<file path="config.mk">
export PLATFORM = sky130hd
export DESIGN_NAME = stage_mem_access
export DESIGN_NICKNAME = d
export VERILOG_FILES = /design/src/rtl/stage_mem_access.sv
export SDC_FILE = /design/constraint.sdc
export NUM_CORES = 1
export LEC_CHECK = 0
export CORE_MARGIN = 2
export CORE_UTILIZATION = 35
export CTS_BUF_LIST = sky130_fd_sc_hd__clkbuf_8 sky130_fd_sc_hd__clkbuf_16
export CTS_CLUSTER_SIZE = 14
export DETAILED_ROUTE_END_ITERATION = 16
export GPL_ROUTABILITY_DRIVEN = 0
export MAX_ROUTING_LAYER = met4
export PLACE_DENSITY = 0.67
export SYNTH_ARGS = -nofsm -noshare
export SYNTH_HDL_FRONTEND = slang
export SYNTH_SLANG_ARGS = --single-unit
</file>
<file path="constraint.sdc">
create_clock -name i_clock -period 2.66 [get_ports i_clock]
set_clock_uncertainty 0.1 [all_clocks]
set_input_delay 0.665 -clock i_clock [delete_from_list [all_inputs] [get_ports i_clock]]
set_output_delay 0.665 -clock i_clock [all_outputs]
set_load 0.05 [all_outputs]
</file>
<file path="src/rtl/stage_mem_access.sv">
// Memory-access stage: registers pass-through results and runs load/store bus transactions
// with lane steering, load extension, misalignment detection and a bus timeout.
//
// state     | meaning
// ----------+-------------------------------------------------------------
// ST_IDLE   | ready for a new instruction from EX
// ST_ACCESS | bus request outstanding, upstream stalled via o_hazard
module stage_mem_access #(
    parameter int DATA_WIDTH     = 32,
    parameter int ADDR_WIDTH     = 32,
    parameter int TIMEOUT_CYCLES = 16
) (
    input  logic                  i_clock,
    input  logic                  i_reset,
    input  logic                  i_valid,
    input  logic [DATA_WIDTH-1:0] i_result,
    input  logic [DATA_WIDTH-1:0] i_dataB,
    input  logic                  i_memRead,
    input  logic                  i_memWrite,
    input  logic [1:0]            i_access,
    input  logic                  i_unsigned,
    output logic                  o_hazard,
    output logic                  o_valid,
    output logic [DATA_WIDTH-1:0] o_result,
    output logic                  o_misaligned,
    output logic                  o_busError,
    output logic                  o_memReq,
    output logic                  o_memWrEnable,
    output logic [ADDR_WIDTH-1:0] o_memAddr,
    output logic [3:0]            o_memByteEnable,
    output logic [DATA_WIDTH-1:0] o_memWrData,
    input  logic                  i_memAck,
    input  logic [DATA_WIDTH-1:0] i_memRdData
);

    localparam int CNT_W = (TIMEOUT_CYCLES > 1) ? $clog2(TIMEOUT_CYCLES) : 1;

    typedef enum logic {ST_IDLE, ST_ACCESS} state_t;

    state_t                state_q, state_d;
    logic                  valid_q, valid_d;
    logic [DATA_WIDTH-1:0] result_q, result_d;
    logic                  misaligned_q, misaligned_d;
    logic                  bus_error_q, bus_error_d;
    logic                  mem_req_q, mem_req_d;
    logic                  wr_en_q, wr_en_d;
    logic [ADDR_WIDTH-1:0] addr_q, addr_d;
    logic [3:0]            be_q, be_d;
    logic [DATA_WIDTH-1:0] wr_data_q, wr_data_d;
    logic [1:0]            size_q, size_d;
    logic                  unsigned_q, unsigned_d;
    logic [1:0]            lane_q, lane_d;
    logic [CNT_W-1:0]      cnt_q, cnt_d;

    logic                  illegal;
    logic [3:0]            be_calc;
    logic [DATA_WIDTH-1:0] wr_steer;
    logic [7:0]            rd_byte;
    logic [15:0]           rd_half;
    logic [DATA_WIDTH-1:0] load_data;
    logic                  timeout_hit;

    always_comb begin
        illegal = (i_access == 2'b11) || (i_memRead && i_memWrite) ||
                  ((i_access == 2'b01) && i_result[0]) ||
                  ((i_access == 2'b10) && (i_result[1:0] != 2'b00));
        case (i_access)
            2'b00: begin
                be_calc  = 4'b0001 << i_result[1:0];
                wr_steer = {4{i_dataB[7:0]}};
            end
            2'b01: begin
                be_calc  = 4'b0011 << i_result[1:0];
                wr_steer = {2{i_dataB[15:0]}};
            end
            default: begin
                be_calc  = 4'b1111;
                wr_steer = i_dataB;
            end
        endcase
    end

    // Lane select uses the registered offset; read data arrives only with the ack.
    always_comb begin
        case (lane_q)
            2'd0:    rd_byte = i_memRdData[7:0];
            2'd1:    rd_byte = i_memRdData[15:8];
            2'd2:    rd_byte = i_memRdData[23:16];
            default: rd_byte = i_memRdData[31:24];
        endcase
        rd_half = lane_q[1] ? i_memRdData[31:16] : i_memRdData[15:0];
        case (size_q)
            2'b00:   load_data = {{(DATA_WIDTH-8){rd_byte[7] & ~unsigned_q}}, rd_byte};
            2'b01:   load_data = {{(DATA_WIDTH-16){rd_half[15] & ~unsigned_q}}, rd_half};
            default: load_data = i_memRdData;
        endcase
    end

    assign timeout_hit = (TIMEOUT_CYCLES != 0) && (cnt_q == CNT_W'(TIMEOUT_CYCLES - 1));

    always_comb begin
        state_d      = state_q;
        valid_d      = 1'b0;
        misaligned_d = 1'b0;
        bus_error_d  = 1'b0;
        result_d     = result_q;
        mem_req_d    = mem_req_q;
        wr_en_d      = wr_en_q;
        addr_d       = addr_q;
        be_d         = be_q;
        wr_data_d    = wr_data_q;
        size_d       = size_q;
        unsigned_d   = unsigned_q;
        lane_d       = lane_q;
        cnt_d        = cnt_q;
        case (state_q)
            ST_IDLE: begin
                if (i_valid) begin
                    if (!i_memRead && !i_memWrite) begin
                        valid_d  = 1'b1;
                        result_d = i_result;
                    end else if (illegal) begin
                        valid_d      = 1'b1;
                        misaligned_d = 1'b1;
                        result_d     = '0;
                    end else begin
                        state_d    = ST_ACCESS;
                        mem_req_d  = 1'b1;
                        wr_en_d    = i_memWrite;
                        addr_d     = {i_result[ADDR_WIDTH-1:2], 2'b00};
                        be_d       = be_calc;
                        wr_data_d  = wr_steer;
                        size_d     = i_access;
                        unsigned_d = i_unsigned;
                        lane_d     = i_result[1:0];
                        cnt_d      = '0;
                    end
                end
            end
            ST_ACCESS: begin
                if (i_memAck) begin
                    state_d   = ST_IDLE;
                    mem_req_d = 1'b0;
                    valid_d   = 1'b1;
                    result_d  = wr_en_q ? '0 : load_data;
                end else if (timeout_hit) begin
                    state_d     = ST_IDLE;
                    mem_req_d   = 1'b0;
                    valid_d     = 1'b1;
                    bus_error_d = 1'b1;
                    result_d    = '0;
                end else begin
                    cnt_d = cnt_q + CNT_W'(1);
                end
            end
            default: state_d = ST_IDLE;
        endcase
    end

    always_ff @(posedge i_clock) begin
        if (!i_reset) begin
            state_q      <= ST_IDLE;
            valid_q      <= 1'b0;
            result_q     <= '0;
            misaligned_q <= 1'b0;
            bus_error_q  <= 1'b0;
            mem_req_q    <= 1'b0;
            wr_en_q      <= 1'b0;
            addr_q       <= '0;
            be_q         <= '0;
            wr_data_q    <= '0;
            size_q       <= '0;
            unsigned_q   <= 1'b0;
            lane_q       <= '0;
            cnt_q        <= '0;
        end else begin
            state_q      <= state_d;
            valid_q      <= valid_d;
            result_q     <= result_d;
            misaligned_q <= misaligned_d;
            bus_error_q  <= bus_error_d;
            mem_req_q    <= mem_req_d;
            wr_en_q      <= wr_en_d;
            addr_q       <= addr_d;
            be_q         <= be_d;
            wr_data_q    <= wr_data_d;
            size_q       <= size_d;
            unsigned_q   <= unsigned_d;
            lane_q       <= lane_d;
            cnt_q        <= cnt_d;
        end
    end

    assign o_hazard        = (state_q == ST_ACCESS);
    assign o_valid         = valid_q;
    assign o_result        = result_q;
    assign o_misaligned    = misaligned_q;
    assign o_busError      = bus_error_q;
    assign o_memReq        = mem_req_q;
    assign o_memWrEnable   = wr_en_q;
    assign o_memAddr       = addr_q;
    assign o_memByteEnable = be_q;
    assign o_memWrData     = wr_data_q;

endmodule

</file>
Word level (Yosys, flattened, before mapping)
Index checks and enable logic that the tools add are counted.
{ "classes": {"n_reduce_logical": 19, "order_cmp": 0, "shifts": 2, "multipliers": 0, "bitwise": 8, "addsub": 1, "muxes": 36, "n_div": 0, "n_eq_ne": 14} }
{ "op_table": {"columns": ["cell", "count"], "rows": [
  ["32-bit two-way mux", 6],
  ["32-bit case mux with 2 select lines", 3],
  ["8-bit case mux with 3 select lines", 1],
  ["4-bit two-way mux", 5],
  ["16-bit two-way mux", 1],
  ["4-bit case mux with 2 select lines", 2],
  ["1-bit two-way mux", 15],
  ["2-bit != test (second input constant)", 5],
  ["4-bit AND reduction", 2],
  ["2-bit by 1-bit == test with 1-bit output (second input constant)", 3],
  ["2-bit == test (second input constant)", 3],
  ["2-bit logical NOT", 3],
  ["1-bit NOT", 6],
  ["1-bit case mux with 2 select lines", 3],
  ["5-bit AND reduction", 1],
  ["4-bit by 1-bit adder with 4-bit output (second input constant)", 1],
  ["4-bit == test (second input constant)", 1],
  ["1-bit logical AND", 4],
  ["4-bit OR reduction", 1],
  ["1-bit by 2-bit left shift with 4-bit output (first input constant)", 1],
  ["2-bit by 2-bit left shift with 4-bit output (first input constant)", 1],
  ["1-bit logical OR", 3],
  ["3-bit by 2-bit != test with 1-bit output (second input constant)", 1],
  ["3-bit != test (second input constant)", 1],
  ["other kinds (5)", 7]
]} }
{ "totals": {"mem_count": 0, "word_cells": 94, "ramBits": 0, "rom_bits": 0, "register_bits": 113, "latch_bits": 0, "out_inout_bits": 106} }

Longest topological paths before layout
{ "logic_depth": {"word_depth": 8, "depth_mapped": 8, "ltp_nobuf": 5} }

Least setup slack after synthesis
OpenSTA, ideal clock, no wires.
{ "synth_timing": {"path_type": "input to register", "startpoint": "input i_result[0]", "endpoint": "register result_q[0], in the netlist o_result[0]", "path_slack_ns": 0.418, "n_path_buf": 3, "t_arrival_ns": 2.054, "stages": 7, "cell_sequence": "or3_1 > a211o_1 > buf_6 > and2_1 > buf_6 > buf_4 > a311oi_2"} }
{ "synth_between": {"elab_chain_cells": 5} }
{ "synth_lines": {"columns": ["item", "line_no", "rtl"], "rows": [
  ["start: declaration", "16", "input logic [DATA_WIDTH-1:0] i_result,"],
  ["2-bit nonzero test / 1-bit logical AND (equally long branches)", "66, 65", null],
  ["1-bit logical AND / 1-bit logical OR (equally long branches)", "66, 64", null],
  ["1-bit logical OR", "65", "((i_access == 2'b01) && i_result[0]) ||"],
  ["3-bit != test (no source line)", null, null],
  ["3-bit AND reduction (no source line)", null, null],
  ["end signal: assignment", "179", "result_q <= result_d;"],
  ["end: declaration", "42", "logic [DATA_WIDTH-1:0] result_q, result_d;"]
]} }
Parallel ways exist; a longest one is shown, timed or not. The select of a mux whose other input is x is not followed.
A chain may end at the register's enable or synchronous reset.

Final worst setup path
{ "layout_timing": {"startpoint": "register state_q, in the netlist o_hazard", "endpoint": "output o_hazard"} }
{ "layout_lines": {"columns": ["item", "line_no", "rtl"], "rows": [
  ["start: declaration", "40", "state_t state_q, state_d;"],
  ["start signal: assignment", "177", "state_q <= state_d;"],
  ["end: declaration", "22", "output logic o_hazard,"]
]} }
No word-level cell between the ends.

==> run metrics <==
outcome completed; top cells by area, synth dfxtp_1 (43%), nand2_1 (9.5%), a21oi_1 (8.5%); Chip Width 126.7 um; CP arrival 1.80 ns; Post-route DRC 0; worst hold path type reg2reg; Area Growth Syn to Fin 57.80%; Hold WS 0.3517 ns; DIE HEIGHT 126.7 um; final hold vios 0; Sink Count 113; reg-to-reg slack, setup 0.45 ns; Ys Warns 0; vias in the first global route 5,493; DRT Wirelength 19.04 mm; Worst-path clk slew 0.06 ns; RSZ-0062 raised after global routing no; fraction of layout cells with a size suffix above 1 9.220%; largest net degree at the start of global routing 84; ANT nets after route 0; grt ovf 0; Synth cell types 51; slowest cell delay on critical path 0.88 ns; cell family with the largest share of critical-path delay buffers and inverters; reg2reg start size_q[1]; Core ar. 14,640 um2; critical path class reg2out; Post-Syn Instances 631; sequential-to-total area share from yosys stat a little over two fifths; Rows 44; area leader, netlist dfxtp_1; detail-routed via count per cell between 5 and 6; FF+latch count, synth 113; Hold Crit Start o_memAddr[29]; WP data required 1.89 ns; hold depth 2; Layout fillers 1,281; hold path endpoint o_memAddr[29]; final setup vio count 0; worst-path fanout max 9; Pwr Total 5602 uW; fin util 56.80%; Pleak slightly below 0.003 uW; Vias 5,613; Cell Chain, Critical Path clkdlybuf4s50_1; Fmax 389.4 MHz; maximum clock insertion buffer count 2; first-pass GRT wire length 29.54 mm; FF/Latch Area around 2300 um2; postcts setup bufs 0; Top FF cell, synth dfxtp_1; dpl hpwl 14.02 mm; relative slew slack 54.83%; Post-synth EDFFs 0; worst path bufs/invs 1; clock latency at the later pin of the worst-skew pair 0.41 ns; Initial Util 36.00%; fin crit period 2.568 ns; Buffers on Ports 208; Root Buffer clkbuf_16; max cap viols 0; n_diodes 0; worst vdd ir 399.7 uV; initial antenna violation count 0; Async SR Flop Fraction 0%; TritonCTS clock tree done; Mapped Avg Cell Area 8.354 um2; Final Net Count between 900 and 1,000; CP startpoint kind register; setup TNS 0 ns; Total GRT Usage 24.02%; leading cell types in the layout, fill and taps excluded clkdlybuf4s50_1 (208), nand2_1 (134), dfxtp_1 (113); H-Tree Depth 4; PwrDens 673.4 nW/um2; footprint of the multi-input gates 2735 um2; DR pass1 iterations 6; CTS Buf Count 17; Slew Limit Fails 0; most common cell after layout, fill and taps aside clkdlybuf4s50_1; I/O Pins 211; die area approximately 16,000 um2; Setup crit end kind primary output; synthesized area 5271 um2; post-synth top area share 42.91%; CP max-delay cell clkdlybuf4s50_1; Worst R2R End o_result[27]; final period utilization 96.54%; pin slew with the least headroom to its limit around 0.68 ns; R2R depth 5; Routed wire per std cell 18.48 um; initial drt markers 509
-- state kept, by name (all words and copies together), names as in the netlist --
| register | flops |
|---|---|
| o_memWrData | 32 |
| o_result | 32 |
| o_memAddr | 30 |
| cnt_q | 4 |
| o_memByteEnable | 4 |
| lane_q | 2 |
| size_q | 2 |
| o_busError | 1 |
| o_hazard | 1 |
| o_memReq | 1 |
| o_memWrEnable | 1 |
| o_misaligned | 1 |
| o_valid | 1 |
| unsigned_q | 1 |
-- final cells by class --
type | count | share of cell area, %
Inverter | 5 | 0.2407
Clock inverter | 11 | 2.226
Tap cell | 184 | 2.768
Clock buffer | 21 | 5.776
Timing Repair Buffer | 241 | 28.91
Sequential cell | 113 | 27.20
Multi-Input combinational cell | 455 | 32.88
-- routing by layer --
layer  GRT usage, %  up-vias  share of wire (%)
met5              -        -                  0
met4          10.08        0                3.0
met3          5.609       44                6.6
met2          37.58      241                 47
met1          29.92     2641                 43
li1               -     2687                  -
-- repair_timing --
item	in CTS	in global routing
hold buffers	0	0
endpoints found under the setup margin	0	13
resized for setup	0	1
-- through the flow --
stage | area, um2 | setup WS (ns) | cells
after detailed placement | 7644 | -0.2809 | 998
after global routing | 8318 | 0.02750 | 1030
after global placement | 7644 | -0.1382 | 998
after floorplan | 5275 | 0.4179 | 632
after CTS | 8309 | 0.07919 | 1030
final | 8318 | 0.09210 | 1030
-- synth_stat cells, types with 2 or more instances --
cell type and number:
inv_1 3, clkbuf_1 32, buf_4 3, nand3_1 7
mux2i_1 32, o211ai_1 9, nand3b_1 2, and3_1 2
a211oi_1 16, nor2_1 29, a21oi_1 89, o32ai_1 7
nand2b_1 2, a22oi_1 16, xor2_1 4, or3_1 2
dfxtp_1 113, nor2b_1 17, a311oi_2 7, o21a_1 7
o21ai_0 9, o221ai_1 9, buf_2 17, a311oi_1 29
buf_1 2, nor3_1 5, nand2_1 134, buf_6 4
-- power breakdown --
| part | internal [uW] | switching, uW | total, uW |
|---|---|---|---|
| clock network | 1750 | 792 | 2540 |
| logic | 480 | 726 | 1210 |
| registers | 1790 | 60.2 | 1850 |
| total | 4020 | 1580 | 5600 |
-- how the worst max path moves through the flow --
stage,startpoint,endpoint,depth (start not counted)
after global placement,i_memRdData[31],o_result[28],5
after global routing,o_hazard,o_hazard,1
final,o_hazard,o_hazard,1
after CTS,o_hazard,o_hazard,1
after detailed placement,i_memRdData[31],o_result[27],5
after floorplan,i_result[0],o_result[0],7
-- cell families (layout without fill, tap and decap cells) --
logic type | count (synthesis) | count (layout) | synth area share, %
xor+xnor | 5 | 5 | 0.8307
other cells | 1 | 2 | 0.07114
fa+ha+maj | 2 | 2 | 0.4272
compound gates | 206 | 206 | 26.94
flops | 113 | 113 | 42.91
simple gates | 207 | 207 | 16.76
buf+inv | 64 | 278 | 5.768
mux | 33 | 33 | 6.290
(Power assumes the default switching activity.)
